<file path="config.mk">
export PLATFORM = sky130hd
export DESIGN_NAME = exec_div_ctrl
export DESIGN_NICKNAME = d
export VERILOG_FILES = /design/src/rtl/exec_div_ctrl.sv
export SDC_FILE = /design/constraint.sdc
export NUM_CORES = 1
export LEC_CHECK = 0
export BUFFER_PORTS_ARGS = -buffer_cell sky130_fd_sc_hd__buf_2
export CAP_MARGIN = 20
export CORE_ASPECT_RATIO = 1.25
export CORE_MARGIN = 2
export CORE_UTILIZATION = 48
export DETAILED_ROUTE_END_ITERATION = 6
export HOLD_SLACK_MARGIN = 0.08
export PLACE_DENSITY = 0.9
export SLEW_MARGIN = 5
export SYNTH_ARGS = -nofsm -noshare
export SYNTH_HDL_FRONTEND = slang
export SYNTH_SLANG_ARGS = --single-unit
</file>
<file path="constraint.sdc">
create_clock -name clk -period 5.35 [get_ports clk]
set_input_delay 1.07 -clock clk [delete_from_list [all_inputs] [get_ports clk]]
set_output_delay 1.07 -clock clk [all_outputs]
set_load 0.005 [all_outputs]
</file>
<file path="src/rtl/exec_div_ctrl.sv">
// Issue/retire controller for the execute-stage multi-cycle divider: fires the divider,
// stalls the pipeline while it runs and hands the result to EX/MEM over valid/ready.

package exec_div_pkg;
  typedef logic [3:0] aluop_t;
  typedef logic [4:0] alucontrol_t;

  localparam aluop_t      ALUOP_DIV = 4'd9;
  localparam alucontrol_t ALU_DIV   = 5'd20;
  localparam alucontrol_t ALU_DIVU  = 5'd21;
  localparam alucontrol_t ALU_REM   = 5'd22;
  localparam alucontrol_t ALU_REMU  = 5'd23;
endpackage

module exec_div_ctrl
  import exec_div_pkg::*;
#(
  parameter int unsigned SHIFT_COUNT = 32,
  parameter int unsigned TIMEOUT     = 40
) (
  input  logic        clk,
  input  logic        start,
  input  logic        flush,
  input  logic        in_valid,
  input  aluop_t      aluop,
  input  alucontrol_t alucontrol,
  input  logic [31:0] in_a,
  input  logic [31:0] in_b,
  input  logic [4:0]  in_rd,
  output logic        div_fire,
  output alucontrol_t div_alucontrol,
  input  logic        div_valid,
  input  logic [31:0] divresult,
  output logic        ex_stall,
  output logic        out_valid,
  input  logic        out_ready,
  output logic [31:0] out_result,
  output logic [4:0]  out_rd,
  output logic        div_timeout
);

  localparam int unsigned CntW = $clog2(TIMEOUT + 1);
  localparam logic [CntW-1:0] CntLast = CntW'(TIMEOUT - 1);

  typedef enum logic [1:0] {StIdle, StBusy, StHold} state_t;

  state_t          state_q;
  alucontrol_t     alu_q;
  logic [CntW-1:0] cnt_q;

  logic req, dz, accept, is_rem;

  assign req    = in_valid && (aluop == ALUOP_DIV);
  assign dz     = (in_b == 32'd0);
  assign accept = (state_q == StIdle) && req && !flush;
  assign is_rem = (alucontrol == ALU_REM) || (alucontrol == ALU_REMU);

  assign div_fire = accept && !dz;
  // Live op on the fire edge for sign decode, latched op afterwards for the output mux.
  assign div_alucontrol = (state_q == StIdle) ? alucontrol : alu_q;
  // Dropping the stall on the handshake edge lets the next instruction enter EX right away.
  assign ex_stall = req && !((state_q == StHold) && out_ready);

  always_ff @(posedge clk) begin
    if (!start) begin
      state_q     <= StIdle;
      out_valid   <= 1'b0;
      out_result  <= 32'd0;
      out_rd      <= 5'd0;
      div_timeout <= 1'b0;
      alu_q       <= ALU_DIV;
      cnt_q       <= '0;
    end else if (flush) begin
      state_q   <= StIdle;
      out_valid <= 1'b0;
      cnt_q     <= '0;
    end else begin
      unique case (state_q)
        StIdle: begin
          if (req) begin
            alu_q  <= alucontrol;
            out_rd <= in_rd;
            cnt_q  <= '0;
            if (dz) begin
              // Divide-by-zero resolved locally: all-ones quotient, dividend remainder.
              out_result <= is_rem ? in_a : 32'hFFFF_FFFF;
              out_valid  <= 1'b1;
              state_q    <= StHold;
            end else begin
              state_q <= StBusy;
            end
          end
        end
        StBusy: begin
          if (div_valid) begin
            out_result <= divresult;
            out_valid  <= 1'b1;
            cnt_q      <= '0;
            state_q    <= StHold;
          end else if (cnt_q == CntLast) begin
            div_timeout <= 1'b1;
            out_result  <= 32'd0;
            out_valid   <= 1'b1;
            cnt_q       <= '0;
            state_q     <= StHold;
          end else begin
            cnt_q <= cnt_q + 1'b1;
          end
        end
        StHold: begin
          if (out_ready) begin
            out_valid <= 1'b0;
            state_q   <= StIdle;
          end
        end
        default: state_q <= StIdle;
      endcase
    end
  end

  // The watchdog must outlast a normal divide.
  timeout_gt_shift: assert property (@(posedge clk) TIMEOUT > SHIFT_COUNT + 1);

endmodule

</file>
==> insert_results.sql <==
INSERT INTO impl_metrics (metric_group, metric, value, unit) VALUES
('outcome', 'outcome', 'complete, no violations', ''),
('yosys', 'cell_type_contributing_the_most_total_cell_area_after_synthesis', 'sky130_fd_sc_hd__dfxtp_1', ''),
('setup_path', 'rr_worst_depth', '6', ''),
('yosys', 'synth_nets', '449', ''),
('detailed_routing', 'wl_per_cell', '14.5', 'microns'),
('layout', 'antenna_cells_inserted', '0', ''),
('detailed_routing', 'routed-via-count', '2987', ''),
('detailed_routing', 'finalWirelength', '7890', 'microns'),
('cts', 'cts.repair_timing.setup_buffer_count', '0', ''),
('layout', 'total_area_of_multi_input_combinational_cells', '1630', 'sq um'),
('yosys', 'syn_area', '2810', 'sq um'),
('layout', 'net_count_of_the_finished_layout', '594', ''),
('setup_path', 'critical_path_class', 'in2out', ''),
('setup_path', 'path_cells', 'buf_2 > nor4_1 > nand4_1 > nor2_1 > nor3_1 > buf_2', ''),
('hold_path', 'min_path_type', 'reg2reg', ''),
('die', 'row_cnt', '31', ''),
('global_route', 'grt_antenna_before_repair', '0', ''),
('yosys', 'synth.ff_latch_count', '52', ''),
('power', 'pwr-share-clk', '37.2', '%'),
('cts', 'cts.reportedPaths.clkPinSlew', '90', 'ps'),
('layout', 'fillers', '452', ''),
('yosys', 'post_synth_num_cell_types', '39', ''),
('layout', 'final_cell_mix', '161 x sky130_fd_sc_hd__buf_2, 102 x sky130_fd_sc_hd__nand2_1, 52 x sky130_fd_sc_hd__dfxtp_1', ''),
('yosys', 'synth_top_flop_cell', 'sky130_fd_sc_hd__dfxtp_1', ''),
('global_route', 'grt_util_all_layers', '22.1', '%'),
('cts', 'clock_tree_from_tritoncts', 'yes', ''),
('layout', 'post_layout_nonfiller_instances', '544', ''),
('sta', 'setup_repair_after_global_routing_missed_its_margin', 'false', ''),
('cts', 'clock_tree.root_cell', 'sky130_fd_sc_hd__clkbuf_8', ''),
('setup_path', 'slowest_stage', 'sky130_fd_sc_hd__nor4_1', ''),
('placement', 'place_congestion', '0.843', ''),
('sta', 'totalNegativeSetupSlack', '0', 'ps'),
('yosys', 'synthArstFlopShare', '0', '%'),
('yosys', 'ys_top_cells_by_area', 'sky130_fd_sc_hd__dfxtp_1 37%, sky130_fd_sc_hd__mux2i_1 15%, sky130_fd_sc_hd__nand2_1 14%', ''),
('sta', 'setup-violations-final', '0', ''),
('die', 'die-area', '6490', 'sq um'),
('yosys', 'seq_area_frac_synth', '37.0', '%'),
('cts', 'cts_repair_resize_count', '0', ''),
('sta', 'min_period', '3180', 'ps'),
('setup_path', 'critPathMaxFanout', '2', ''),
('placement', 'buffer_ports.inserted', '161', ''),
('power', 'cellInternalPower', '0.588', 'mW'),
('die', 'die_w', '72.4', 'microns'),
('die', 'core_region_area', '5740', 'sq um'),
('setup_path', 'cpMostUsedCell', 'sky130_fd_sc_hd__buf_2', ''),
('cts', 'holdBufCountCts', '0', ''),
('detailed_routing', 'post-route-drc-count', '0', ''),
('sta', 'finalCritPeriodShare', '59.5', '%'),
('die', 'num_io_pins', '162', ''),
('layout', 'ff_latch_area', '1040', 'sq um'),
('cts', 'numCtsBuffers', '5', ''),
('layout', 'final_common_cell', 'sky130_fd_sc_hd__buf_2', ''),
('sta', 'fin_skew', '6.81', 'ps'),
('power', 'fraction_of_power_consumed_by_combinational_cells', '12.0', '%'),
('global_route', 'grt-ovfl-total', '0', ''),
('global_route', 'pin_count_of_the_biggest_net_entering_global_routing', '77', ''),
('yosys', 'synth-warning-count', '0', ''),
('setup_path', 'setup.worst_path.end', 'div_fire', ''),
('setup_path', 'critical_path_required', '4280', 'ps'),
('power', 'leakage', '1.86', 'nW'),
('yosys', 'post-synth-top-area-fraction', '37.0', '%'),
('power', 'seq_power_share', '50.8', '%'),
('sta', 'max_freq', '314', 'MHz'),
('placement', 'placed_inst_area', '3570', 'sq um'),
('cts', 'cts.sink_count', '52', ''),
('yosys', 'syn_inst', '332', ''),
('placement', 'placedCellCount', '532', ''),
('sta', 'worst_pin_slew', '698', 'ps'),
('sta', 'timing_max_transition_violations_final', '0', ''),
('yosys', 'synth.avg_cell_area', '8.46', 'sq um'),
('detailed_routing', 'drtIter0Drc', '89', '');
-- layer usage --
| metal | global-route usage (%) | up-vias | share of wire [%] |
|---|---|---|---|
| li1 | - | 1486 | - |
| met1 | 24.5 | 1354 | 39 |
| met2 | 43.5 | 135 | 54 |
| met3 | 2.93 | 12 | 5.8 |
| met4 | 6.73 | 0 | 1.0 |
| met5 | 0 | - | 0 |
-- worst min path at each step --
stage	cells past startpoint	slack, ps	start	to
floorplan	2	440	alu_q[2]	alu_q[2]
global placement	2	440	out_result[1]	out_result[1]
detailed placement	2	450	out_result[28]	out_result[28]
CTS	2	460	out_result[16]	out_result[16]
global route	2	490	out_result[23]	out_result[23]
finish	2	460	out_result[16]	out_result[16]
-- worst max-delay path, delay by kind of cell --
kind | cells | cell delay (ps)
buffers and inverters | 2 | 230
AND/OR/NAND/NOR | 4 | 810
-- power groups by stage --
stage	Clock (mW)	Sequential, mW	Combinational (mW)
finish	0.284	0.388	0.0913
global route	0.305	0.388	0.100
CTS	0.288	0.388	0.0888
detailed placement	0	0.397	0.0880
global placement	0	0.397	0.0858
floorplan	0	0.397	0.0354
-- cells in the mapped netlist, types with 2 or more instances --
cell type	instances
sky130_fd_sc_hd__clkbuf_1	18
sky130_fd_sc_hd__buf_2	2
sky130_fd_sc_hd__mux2_2	5
sky130_fd_sc_hd__nand2_1	102
sky130_fd_sc_hd__buf_8	2
sky130_fd_sc_hd__xor2_1	3
sky130_fd_sc_hd__nor2b_1	9
sky130_fd_sc_hd__o311ai_0	32
sky130_fd_sc_hd__buf_1	4
sky130_fd_sc_hd__nand4_1	5
sky130_fd_sc_hd__nor4_1	8
sky130_fd_sc_hd__nand2b_1	3
sky130_fd_sc_hd__dfxtp_1	52
sky130_fd_sc_hd__nor2_1	10
sky130_fd_sc_hd__nor3_1	5
sky130_fd_sc_hd__a21oi_1	4
sky130_fd_sc_hd__buf_6	2
sky130_fd_sc_hd__inv_1	2
sky130_fd_sc_hd__o21a_1	2
sky130_fd_sc_hd__o21ai_0	2
sky130_fd_sc_hd__mux2i_1	42
-- final cells by class --
class,instances,share of cell area (%)
clock buffer,6,2.18
multi-input combinational,250,43.1
clock inverter,2,1.02
tap,66,2.18
sequential,52,27.5
inverter,2,0.198
timing repair buffer,166,23.9
-- per-stage QoR --
step                hold WS [ps]  utilization, %  setup slack [ps]
floorplan                    437               -              2620
global placement             443            62.3              2010
detailed placement           451            62.3              1820
CTS                          464            64.4              2130
global route                 485            66.0              2100
finish                       460            66.0              2170
-- cells by family (layout without fill, tap and decap cells) --
kind of cell	after synthesis	in the layout	synth area share (%)
AOI/OAI and AO/OA	48	48	14.6
xor gates and xnor gates	3	3	0.935
and+or+nand+nor	151	151	24.5
adders and majority gates	1	1	0.445
muxes	47	47	17.0
DFF	52	52	37.0
buffers and inverters	30	176	5.43
-- sequential cells by signal, summed over array words and instances (netlist names) --
signal       flops
alu_q            5
state_q          2
out_valid        1
out_rd           5
out_result      32
cnt_q            6
div_timeout      1
No activity file was read; power rests on OpenSTA's default activity.
